<file path="src/rtl/fp_adder_pkg.sv">
// Shared definitions for the single-precision FP adder pipeline.
// Holds operand field widths, EData class codes and the align FSM states.
package fp_adder_pkg;

  localparam int UNP_W     = 37;
  localparam int MANT_W    = 28;
  localparam int EXP_W     = 8;
  localparam int SAT_SHIFT = 27;

  typedef enum logic [1:0] {
    ED_ZERO = 2'b00,
    ED_NORM = 2'b01,
    ED_MIX  = 2'b10
  } edata_t;

  typedef enum logic [1:0] {
    ALIGN_IDLE,
    ALIGN_SHIFT,
    ALIGN_DONE
  } align_state_t;

  // Denormals behave as if their exponent were 1.
  function automatic logic [EXP_W-1:0] eff_exp(input logic [EXP_W-1:0] e);
    return (e == '0) ? EXP_W'(1) : e;
  endfunction

endpackage

</file>
<file path="src/rtl/fp_mag_compare.sv">
// Combinational magnitude ordering of two unpacked operands.
// Produces the swap decision, the exponent gap and the common exponent.
module fp_mag_compare
  import fp_adder_pkg::*;
(
  input  logic [EXP_W-1:0]  exp_a,
  input  logic [MANT_W-1:0] mant_a,
  input  logic [EXP_W-1:0]  exp_b,
  input  logic [MANT_W-1:0] mant_b,
  output logic              swap,
  output logic [EXP_W-1:0]  d,
  output logic [EXP_W-1:0]  eff_big
);

  logic [EXP_W-1:0]        eff_a;
  logic [EXP_W-1:0]        eff_b;
  logic [EXP_W+MANT_W-1:0] key_a;
  logic [EXP_W+MANT_W-1:0] key_b;

  assign eff_a = eff_exp(exp_a);
  assign eff_b = eff_exp(exp_b);
  assign key_a = {eff_a, mant_a};
  assign key_b = {eff_b, mant_b};

  // Ties keep A as the big operand.
  assign swap    = (key_b > key_a);
  assign d       = swap ? (eff_b - eff_a) : (eff_a - eff_b);
  assign eff_big = swap ? eff_b : eff_a;

endmodule

</file>
<file path="src/rtl/fp_align_stage.sv">
// Exponent-alignment stage: orders operands by magnitude and iteratively
// right-shifts the smaller significand by STEP bits per cycle with sticky.
module fp_align_stage
  import fp_adder_pkg::*;
#(
  parameter int STEP = 4
) (
  input  logic              clk,
  input  logic              rst_n,
  input  logic              in_valid,
  output logic              in_ready,
  input  logic [UNP_W-1:0]  NA,
  input  logic [UNP_W-1:0]  NB,
  input  logic [1:0]        EData,
  output logic              out_valid,
  input  logic              out_ready,
  output logic              sign_big,
  output logic              sign_small,
  output logic [EXP_W-1:0]  exp_out,
  output logic [MANT_W-1:0] mant_big,
  output logic [MANT_W-1:0] mant_small,
  output logic              swapped,
  output logic              special,
  output logic [1:0]        edata_out
);

  localparam logic [4:0] STEP_V = 5'(STEP);

  align_state_t      state;
  align_state_t      state_next;
  logic [4:0]        rem;
  logic              swap;
  logic [EXP_W-1:0]  d;
  logic [EXP_W-1:0]  eff_big;
  logic              no_shift;
  logic              saturate;
  logic [MANT_W-1:0] small_in;
  logic [4:0]        s;
  logic [MANT_W-1:0] shift_mask;
  logic [MANT_W-1:0] shifted;

  fp_mag_compare u_cmp (
    .exp_a   (NA[35:28]),
    .mant_a  (NA[MANT_W-1:0]),
    .exp_b   (NB[35:28]),
    .mant_b  (NB[MANT_W-1:0]),
    .swap    (swap),
    .d       (d),
    .eff_big (eff_big)
  );

  assign no_shift = (d == '0);
  assign saturate = (d >= EXP_W'(SAT_SHIFT));
  assign small_in = swap ? NA[MANT_W-1:0] : NB[MANT_W-1:0];

  // Every bit leaving the bottom, including an already-set sticky, folds into bit 0.
  always_comb begin
    s          = (rem > STEP_V) ? STEP_V : rem;
    shift_mask = (MANT_W'(1) << s) - MANT_W'(1);
    shifted    = mant_small >> s;
    shifted[0] = shifted[0] | (|(mant_small & shift_mask));
  end

  always_ff @(posedge clk or negedge rst_n) begin
    if (!rst_n) state <= ALIGN_IDLE;
    else        state <= state_next;
  end

  always_comb begin
    state_next = state;
    in_ready   = 1'b0;
    out_valid  = 1'b0;
    case (state)
      ALIGN_IDLE: begin
        in_ready = 1'b1;
        if (in_valid) state_next = (no_shift || saturate) ? ALIGN_DONE : ALIGN_SHIFT;
      end
      ALIGN_SHIFT: begin
        if (rem <= STEP_V) state_next = ALIGN_DONE;
      end
      ALIGN_DONE: begin
        out_valid = 1'b1;
        if (out_ready) state_next = ALIGN_IDLE;
      end
      default: state_next = ALIGN_IDLE;
    endcase
  end

  always_ff @(posedge clk or negedge rst_n) begin
    if (!rst_n) begin
      sign_big   <= 1'b0;
      sign_small <= 1'b0;
      exp_out    <= '0;
      mant_big   <= '0;
      mant_small <= '0;
      swapped    <= 1'b0;
      special    <= 1'b0;
      edata_out  <= '0;
      rem        <= '0;
    end else begin
      case (state)
        ALIGN_IDLE: begin
          if (in_valid) begin
            sign_big   <= swap ? NB[36] : NA[36];
            sign_small <= swap ? NA[36] : NB[36];
            exp_out    <= eff_big;
            mant_big   <= swap ? NB[MANT_W-1:0] : NA[MANT_W-1:0];
            swapped    <= swap;
            special    <= (NA[35:28] == 8'hFF) || (NB[35:28] == 8'hFF);
            edata_out  <= EData;
            if (saturate) begin
              mant_small <= {{(MANT_W-1){1'b0}}, |small_in};
              rem        <= '0;
            end else begin
              mant_small <= small_in;
              rem        <= d[4:0];
            end
          end
        end
        ALIGN_SHIFT: begin
          mant_small <= shifted;
          rem        <= rem - s;
        end
        default: ;
      endcase
    end
  end

endmodule

</file>
<file path="config.mk">
export PLATFORM = sky130hd
export DESIGN_NAME = fp_align_stage
export DESIGN_NICKNAME = d
export VERILOG_FILES = /design/src/rtl/fp_adder_pkg.sv /design/src/rtl/fp_mag_compare.sv /design/src/rtl/fp_align_stage.sv
export SDC_FILE = /design/constraint.sdc
export NUM_CORES = 1
export LEC_CHECK = 0
export BUFFER_PORTS_ARGS = -buffer_cell sky130_fd_sc_hd__buf_4
export CAP_MARGIN = 20
export CORE_MARGIN = 5
export CORE_UTILIZATION = 35
export CTS_CLUSTER_SIZE = 14
export DETAILED_ROUTE_END_ITERATION = 12
export HOLD_SLACK_MARGIN = 0.1
export PLACE_DENSITY = 0.62
export SYNTH_ARGS = -nofsm -noshare
export SYNTH_HDL_FRONTEND = slang
export SYNTH_SLANG_ARGS = --single-unit
</file>
<file path="constraint.sdc">
create_clock -name clk -period 3.3 [get_ports clk]
set_input_delay 0.165 -clock clk [delete_from_list [all_inputs] [get_ports clk]]
set_output_delay 0.165 -clock clk [all_outputs]
set_load 0.01 [all_outputs]
</file>
After elaboration in Yosys (flattened, before gate mapping)
Cells that the tools add are included.
{"block": "word_totals", "ff_bits": 77, "latch_bits": 0, "ram_bits": 0, "rom_bits": 0, "out_inout_bits": 72, "mem_count": 0}
{"block": "classes", "addsub": 4, "n_mul": 0, "n_div": 0, "magnitude_cmp": 4, "n_eq_ne": 7, "n_shift": 2, "mux": 22, "bitwise": 2, "reduce_logical": 12}
{"op": "$mux 28", "count": 4}
{"op": "$pmux 28 s2", "count": 1}
{"op": "$reduce_or 28->1", "count": 2}
{"op": "$gt 36x36->1", "count": 1}
{"op": "$mux 8", "count": 4}
{"op": "$and 28x28->28", "count": 1}
{"op": "$shl 1x5->28 const A", "count": 1}
{"op": "$shr 28x5->28", "count": 1}
{"op": "$sub 28x2->28 const B", "count": 1}
{"op": "$logic_not 8->1", "count": 3}
{"op": "$eq 8x8->1 const B", "count": 2}
{"op": "$sub 8x8->8", "count": 2}
{"op": "$mux 5", "count": 3}
{"op": "$pmux 5 s2", "count": 1}
{"op": "$ge 8x5->1 const B", "count": 1}
{"op": "$mux 2", "count": 4}
{"op": "$ne 2x2->1 const B", "count": 3}
{"op": "$pmux 2 s3", "count": 1}
{"op": "$gt 5x3->1 const B", "count": 1}
{"op": "$le 5x3->1 const B", "count": 1}
{"op": "$sub 5x5->5", "count": 1}
{"op": "$mux 1", "count": 4}
{"op": "$reduce_and 2->1", "count": 2}
{"op": "$reduce_and 3->1", "count": 1}
{"op": "other kinds (6)", "count": 7}

Longest topological paths before layout
Gate-level depths: netlist of run 1.
{"block": "logic_depth", "depth_word": 9, "ltp_mapped": 17, "ltp_nobuf": 15}

Cells and area by module
A second synthesis of run 1 with hierarchy kept.
{"block": "unflattened", "hier_cells": 814, "hier_area_um2": 6785.3}
{"mod": "fp_align_stage", "n_inst": 1, "cells_each": 550, "area_each_um2": 4968.5, "seq_area_each_um2": 1926.8}
{"mod": "fp_mag_compare", "n_inst": 1, "cells_each": 264, "area_each_um2": 1816.7, "seq_area_each_um2": 0.0}

Least setup slack after synthesis of run 1
Ideal clock, no wire load.
{"block": "synth_path", "kind": "input port to flip-flop", "from": "in NA[33]", "to": "reg state[0]", "setup_time_ns": 0.095, "arrival_time_ns": 3.939, "t_required_ns": 3.205, "setup_slack_ns": -0.735, "cell_stages": 17, "cell_sequence": "nor4_1 a21o_1 inv_1 ha_1 fa_1 a21o_1 a21oi_1 o2bb2ai_1 or4_1 o21ai_2 buf_6 mux2i_1 nor2_1 o211a_1 or4_4 buf_6 o32ai_2"}
{"block": "synth_via", "elab_chain_cells": 9}
{"element": "from (decl)", "line_no": "fp_align_stage.sv:12", "text": "input logic [UNP_W-1:0] NA,"}
{"element": "$logic_not 8->1", "line_no": "fp_adder_pkg.sv:24", "text": "return (e == '0) ? EXP_W'(1) : e;"}
{"element": "$mux 8 *", "line_no": "fp_adder_pkg.sv:24"}
{"element": "$gt 36x36->1 or $sub 8x8->8 (tied branches)", "line_no": "fp_mag_compare.sv:26, fp_mag_compare.sv:27"}
{"element": "$mux 8 *", "line_no": "fp_mag_compare.sv:27", "text": "assign d = swap ? (eff_b - eff_a) : (eff_a - eff_b);"}
{"element": "$ge 8x5->1 or $logic_not 8->1 (tied branches)", "line_no": "fp_align_stage.sv:53, fp_align_stage.sv:52"}
{"element": "$logic_or 1x1->1 *", "line_no": "fp_align_stage.sv:76", "text": "if (in_valid) state_next = (no_shift || saturate) ? ALIGN_DONE : ALIGN_SHIFT;"}
{"element": "$mux 2 * (2 in a row)", "line_no": "fp_align_stage.sv:76"}
{"element": "$pmux 2 s3 *", "line_no": "fp_align_stage.sv:73", "text": "case (state)"}
{"element": "to (signal assigned)", "line_no": "fp_align_stage.sv:66", "text": "else state <= state_next;"}
{"element": "to (decl)", "line_no": "fp_align_stage.sv:29", "text": "align_state_t state;"}
Every way passes the cells marked *; elsewhere a longest branch is shown, timed or not. The select of a mux whose other input is x is not followed.
A chain may end at the register's enable or synchronous reset.

Worst setup path in the final report of run 1
{"block": "layout_path", "from": "in NA[33]", "to": "reg mant_small[3]"}
{"block": "layout_via", "elab_chain_cells": 8}
{"element": "$logic_not 8->1", "line_no": "fp_adder_pkg.sv:24"}
{"element": "$mux 8 *", "line_no": "fp_adder_pkg.sv:24"}
{"element": "$gt 36x36->1 or $sub 8x8->8 (tied branches)", "line_no": "fp_mag_compare.sv:26, fp_mag_compare.sv:27"}
{"element": "$mux 8", "line_no": "fp_mag_compare.sv:27"}
{"element": "$ge 8x5->1", "line_no": "fp_align_stage.sv:53", "text": "assign saturate = (d >= EXP_W'(SAT_SHIFT));"}
{"element": "$mux 28 *", "line_no": "fp_align_stage.sv:111", "text": "if (saturate) begin"}
{"element": "$mux 28 *", "line_no": "fp_align_stage.sv:103", "text": "if (in_valid) begin"}
{"element": "$pmux 28 s2 *", "line_no": "fp_align_stage.sv:101", "text": "case (state)"}
{"element": "to (signal assigned)", "line_no": "fp_align_stage.sv:112", "text": "mant_small <= {{(MANT_W-1){1'b0}}, |small_in};"}
{"element": "to (signal assigned)", "line_no": "fp_align_stage.sv:115", "text": "mant_small <= small_in;"}
{"element": "to (signal assigned)", "line_no": "fp_align_stage.sv:121", "text": "mant_small <= shifted;"}
{"element": "to (decl)", "line_no": "fp_align_stage.sv:21", "text": "output logic [MANT_W-1:0] mant_small,"}
Marked as above.

==> run_results.csv, run 1 <==
group,metric,value,unit
sta,worst_slack,-0.282,ns
critical_path,r2r-end,"mant_small[21]$_DFFE_PN0P_",
critical_path,worstRegToRegCells,9,
global_routing,grt_use_met1,0.302,
sta,hold_viol_final,0,
clock_network,numCtsBuffers,9,
global_routing,grt_overflow,0,
synthesis,synth_ff_type,"dfrtp_1",
final_layout,final.fill_count,1724,
final_layout,multi_input_area,4070,um2
sta,max_freq,0.279,GHz
clock_network,cts_tree,"done",
die,rows,49,
die,dieArea,20900,um2
global_routing,grt_first_pass_wirelength,34700,um
routing,first_pass_iters,5,
routing,dr.first_iter.drc_count,613,
sta,max-slew-margin-rel,0.312,
final_layout,stdcell_count,1275,
hold_path,whs_path_depth,3,
synthesis,yosys_warnings,0,
critical_path,cp-start-kind,"input port",
pwr,combPwrFrac,0.509,
final_layout,nets,1168,
routing,ant_nets,0,
global_routing,grt_max_degree,81,
sta,rsz0062_at_grt,"true",
global_routing,busiest_layer,"met2",
placement,gp_congestion,0.893,
critical_path,crit_type,"in -> reg",
critical_path,cp-end-kind,"register",
synthesis,yosysUniqueCellTypes,59,
clock_network,clk_pin_slew,0.07,ns
routing,wirelength,21900,um
synthesis,async_flop_share,1.00,
outcome,outcome,"finished with violations",
routing,wl_per_cell,17.2,um
flow_run,maxCapViolations,0,
critical_path,path_buf_inv,4,
final_layout,seq_area,1930,um2
synthesis,ys_ff_latch,77,
die,core_area,17900,um2
sta,report.final.slew_viol_count,0,
routing,vias,6804,
pwr,pwr-share-seq,0.292,
synthesis,seq_area_frac_synth,0.305,
synthesis,synth_area,6320,um2
sta,period_minus_slack,3.58,ns
die,die_y,144,um
global_routing,grtUsageMet3,0.0476,
clock_network,cts_num_sinks,77,
final_layout,drive_gt1_frac,0.318,
final_layout,layout_common_cells,"buf_4 (279), nand2_1 (104), a21oi_1 (94)",
sta,setup_viol,36,
pwr,p_per_area,611,nW/um2
pwr,p_sw,2310,uW
critical_path,regToRegSetupSlack,0.53,ns
final_layout,final_common_cell,"buf_4",
global_routing,grt.met2_usage,0.318,
synthesis,synthCells,805,
placement,place_inst,1246,
routing,vias_per_cell,5.34,
global_routing,grt_pass1_vias,6469,
global_routing,antenna_found_initial,0,
final_layout,area_growth,43.1,%
final_layout,antenna_cells,0,
critical_path,crit_chain,"buf_6 -> nor4_4 -> a21o_1 -> inv_2 -> ha_4 -> fa_2 -> a21o_1 -> a21oi_2 -> o2bb2ai_1 -> or4_4 -> o21ai_4 -> buf_12 -> mux2i_1 -> xnor2_1 -> o211a_1 -> or4_4 -> buf_4 -> o221ai_1",
hold_path,hp-class,"in -> reg",
pwr,switching_share,0.418,
pwr,p_int,3220,uW
clock_network,clk_path_buf_depth,2,
clock_network,htreeDepth,3,
critical_path,crit_fanout,9,
pwr,pwr-share-clk,0.199,
pwr,p_leak,0.00448,uW
critical_path,rr_startpoint,"rem[3]$_DFFE_PN0P_",
placement,io_buffers,151,
die,io_pins,152,
placement,place_ws,-0.782,ns
routing,route.detailed.drc,0,
critical_path,cp.required,3.55,ns
clock_network,cts_root_buf,"clkbuf_16",
synthesis,postSynthAreaPerCell,7.86,um2
sta,clock_skew,0.00693,ns
die,fp.dieW,144,um
synthesis,synth_edf_count,0,
outcome,violations,"negative setup slack",
critical_path,path_delay_family,"simple AND/OR/NAND/NOR gates",
pwr,ir_drop,341,uV
critical_path,cpPeakStageDelay,0.49,ns
hold_path,hold-path-endpoint,"sign_big$_DFFE_PN0P_",
die,initial_core_util,0.353,
critical_path,crit_slowest_cell,"or4_4",
sta,period_share,1.09,
critical_path,cp.arrival,3.83,ns
synthesis,syn_nets,932,
hold_path,min_from,"NB[36]",
sta,tightest_slew,1.03,ns
placement,hpwl,16800,um
clock_network,clock_latency,0.35,ns
global_routing,grt_util_all_layers,0.210,
==> kinds of logic (layout without fill, tap and decap cells) <==
logic type | count (synthesis) | in the layout | synth area share
adder cells (fa/ha/maj) | 47 | 47 | 0.0954
buffers and inverters | 118 | 359 | 0.0734
multiplexers | 66 | 66 | 0.105
AND/OR/NAND/NOR | 249 | 249 | 0.182
other | 1 | 1 | 0.000593
XOR/XNOR | 7 | 7 | 0.00970
AO/OA/AOI/OAI | 240 | 240 | 0.229
flip-flops | 77 | 77 | 0.305
==> worst min-delay path: stages <==
cell and delay, ns:
buf_4 0.08, mux2i_1 0.05, o21ai_0 0.13
==> per-layer routing <==
metal	part of all wire	vias up
li1	-	3382
met1	0.46	3198
met2	0.44	207
met3	0.080	17
met4	0.012	0
met5	0	-
==> what timing repair did <==
action	in CTS	in global routing
setup buffers	6	2
endpoints found under the hold margin	80	0
pin swaps	5	2
setup endpoints to repair	57	57
hold buffers	4	0
gates resized for setup	19	1
==> final cells by class <==
type,instances,area share
Timing Repair Buffer,289,0.247
Sequential cell,77,0.213
Tap cell,229,0.0317
Clock inverter,7,0.0109
Clock buffer,9,0.0249
Multi-Input combinational cell,610,0.450
Inverter,54,0.0224
==> state kept, by name, indices dropped and copies added (netlist names) <==
register / count
exp_out: 8
edata_out: 2
rem: 5
sign_small: 1
sign_big: 1
special: 1
state: 2
swapped: 1
mant_big: 28
mant_small: 28
==> power groups by stage <==
stage | Clock [uW] | Combinational [uW] | Sequential [uW]
global placement | 0 | 2710 | 1620
detailed placement | 0 | 2740 | 1620
floorplan | 0 | 1360 | 1690
finish | 1100 | 2810 | 1610
CTS | 1130 | 2810 | 1610
global route | 1160 | 3100 | 1660
==> through the flow <==
stage               cell area [um2]  setup TNS (ns)  hold slack [ns]  total power [uW]   util
global placement               8490          -33.24            0.357              4320  0.474
detailed placement             8490          -37.26            0.370              4360  0.474
CTS                            9000           -7.95            0.119              5550  0.503
finish                         9050           -7.95            0.123              5530  0.505
floorplan                      6370          -12.36           -0.131              3040      -
global route                   9050          -17.92            0.133              5920  0.505
==> how the worst max path moves through the flow <==
stage	startpoint	endpoint	slack [ns]	depth (start not counted)
after floorplan	NA[33]	state[0]$_DFFE_PN0P_	-0.47	17
after global placement	NA[33]	mant_small[2]$_DFFE_PN0P_	-0.70	17
after detailed placement	NA[33]	mant_small[22]$_DFFE_PN0P_	-0.78	17
after CTS	NA[33]	mant_small[3]$_DFFE_PN0P_	-0.28	18
after global routing	NA[33]	mant_small[2]$_DFFE_PN0P_	-0.48	18
final	NA[33]	mant_small[3]$_DFFE_PN0P_	-0.28	18
==> cell usage after synthesis, drive strengths merged (6+ instances only) <==
master    n  share of area
nand4    14          0.015
or4       6         0.0083
nor3      6         0.0047
clkbuf   53          0.031
o221ai   21          0.029
mux2i    65           0.10
nor2     52          0.031
buf      11         0.0099
nand2   106          0.063
o21ai    64          0.051
dfrtp    77           0.30
nand3    25          0.020
a31oi    18          0.018
ha       45          0.089
nor4     20          0.020
a21o      6         0.0071
a21oi    96          0.076
inv      54          0.032
No activity file was read; power rests on OpenSTA's default activity.
==> inputs of run 2 (changes only) <==
==> constraint.sdc (replaced) <==
create_clock -name clk -period 3.3 [get_ports clk]
set_input_delay 0.495 -clock clk [delete_from_list [all_inputs] [get_ports clk]]
set_output_delay 0.495 -clock clk [all_outputs]
set_load 0.01 [all_outputs]
==> run_results.csv, run 2 (synthesis results as in run 1) <==
group,metric,value,unit
clock_network,clk_pin_slew,0.06,ns
die,fp.dieW,144,um
critical_path,cp-start-kind,"input port",
outcome,outcome,"finished with violations",
die,core_area,17900,um2
global_routing,grt_util_all_layers,0.217,
critical_path,cp.required,3.57,ns
routing,ant_nets,0,
clock_network,ctsHoldBuffers,0,
critical_path,worstRegToRegCells,13,
pwr,p_leak,0.00478,uW
final_layout,nets,1205,
placement,gp_congestion,0.869,
clock_network,clock_latency,0.35,ns
final_layout,final.fill_count,1644,
final_layout,stdcell_count,1312,
clock_network,cts_tree,"done",
final_layout,final_util,0.547,
global_routing,grt_first_pass_wirelength,36100,um
critical_path,cpPeakStageDelay,0.65,ns
final_layout,reg_top3,"mant_big x28, mant_small x28, exp_out x8",
clock_network,cts_num_sinks,77,
clock_network,numCtsBuffers,9,
sta,period_share,1.20,
clock_network,cts_root_buf,"clkbuf_16",
die,rows,49,
clock_network,htreeDepth,3,
global_routing,antenna_found_initial,0,
routing,route.detailed.drc,0,
critical_path,crit_type,"in -> reg",
critical_path,crit_fanout,8,
die,dieArea,20900,um2
sta,rsz0062_at_grt,"true",
pwr,p_per_area,595,nW/um2
routing,vias,7211,
routing,first_pass_iters,5,
sta,worst_slack,-0.667,ns
flow_run,maxCapViolations,0,
placement,io_buffers,151,
sta,max_freq,0.252,GHz
hold_path,hp-class,"in -> async",
sta,setup_viol,36,
routing,wirelength,23900,um
sta,hold_viol_final,0,
sta,tightest_slew,0.765,ns
global_routing,grt_pass1_vias,6795,
critical_path,setup.worst_path.start,"NA[33]",
clock_network,clk_path_buf_depth,2,
outcome,violations,"negative setup slack",
final_layout,drive_gt1_frac,0.373,
final_layout,area_growth,54.8,%
routing,wl_per_cell,18.2,um
sta,period_minus_slack,3.97,ns
sta,report.final.slew_viol_count,0,
global_routing,grt_max_degree,78,
critical_path,cp-end-kind,"register",
placement,hpwl,16700,um
routing,dr.first_iter.drc_count,547,
critical_path,r2r-end,"mant_small[0]$_DFFE_PN0P_",
final_layout,antenna_cells,0,
die,die_y,144,um
pwr,ir_drop,329,uV
routing,vias_per_cell,5.50,
global_routing,grt_overflow,0,
critical_path,cp.arrival,4.23,ns
final_layout,final_common_cell,"buf_4",
die,initial_core_util,0.353,
critical_path,crit_chain,"buf_8 -> nor4_4 -> a21o_1 -> inv_2 -> ha_4 -> fa_2 -> a21o_1 -> a21oi_2 -> o2bb2ai_1 -> or4_4 -> o21ai_4 -> buf_12 -> buf_6 -> mux2i_2 -> xnor2_1 -> nand2_1 -> or4_4 -> buf_8 -> o221ai_2",
sta,max-slew-margin-rel,0.487,
die,io_pins,152,
final_layout,layout_common_cells,"buf_4 (298), nand2_1 (105), a21oi_1 (94)",
placement,place_inst,1266,
critical_path,rr_startpoint,"rem[3]$_DFFE_PN0P_",
sta,clock_skew,0.00941,ns
critical_path,regToRegSetupSlack,0.70,ns
critical_path,crit_slowest_cell,"or4_4",
==> run 2: changes by cell type in the layout (fill, tap and decap cells not counted), moves of 8 or more <==
cell      delta
buf_4       +19
buf_6        +8
mux2i_1      -8
o21ai_0      -8
o221ai_1    -17
o221ai_2    +17
==> run 2: layout make-up <==
type	instances	area (um2)	area share
clock buffers	12	236	0.0242
clock inverters	4	72.6	0.00741
inverters	54	203	0.0207
multi-input cells	610	4320	0.441
flip-flops and latches	77	1930	0.197
well taps	229	287	0.0293
repair buffers	326	2750	0.281
==> run 2: per-layer routing <==
metal  vias up  track usage  share of wire
met5         -            0              0
met4         0       0.0589          0.021
met3        45       0.0456          0.078
met2       297        0.327           0.45
met1      3409        0.315           0.45
li1       3460            -              -
==> run 2: report_power, final <==
group	internal, uW	switching, uW
Clock	663	422
Combinational	1430	1690
Sequential	1290	334
Total	3380	2440
==> run 2: what timing repair did <==
action                                  in CTS  in global routing
cloned                                       3                  9
setup buffers                               10                  8
pin swaps                                   16                 12
resized for setup                           38                 52
endpoints found under the setup margin      66                 66
==> run 2: worst max path at each step <==
stage / end / slack, ns / depth (start not counted)
2_1_floorplan: state[0]$_DFFE_PN0P_ / -0.80 / 17
3_3_place_gp: mant_small[11]$_DFFE_PN0P_ / -1.10 / 18
3_5_place_dp: mant_small[7]$_DFFE_PN0P_ / -1.16 / 18
4_1_cts: mant_small[2]$_DFFE_PN0P_ / -0.70 / 18
5_1_grt: mant_small[17]$_DFFE_PN0P_ / -0.87 / 19
6_report: mant_small[7]$_DFFE_PN0P_ / -0.67 / 19
==> run 2: critical path, delay by kind of cell <==
family                     cells  cell delay (ns)
and+or+nand+nor                4             1.48
buffers and inverters          5             0.60
xor gates and xnor gates       1             0.15
AOI/OAI and AO/OA              6             0.84
adders and majority gates      2             0.48
muxes                          1             0.21
==> run 2: through the flow <==
stage / TNS, ns / setup slack [ns] / instance area (um2) / hold slack, ns / total power, uW
4_1_cts: -22.94 / -0.701 / 9290 / 0.330 / 5610
5_1_grt: -30.75 / -0.867 / 9790 / 0.104 / 6200
3_3_place_gp: -56.83 / -1.10 / 8640 / 0.465 / 4340
6_report: -21.38 / -0.667 / 9790 / 0.0783 / 5820
2_1_floorplan: -31.92 / -0.796 / 6380 / 0.199 / 3050
3_5_place_dp: -60.43 / -1.16 / 8640 / 0.473 / 4370
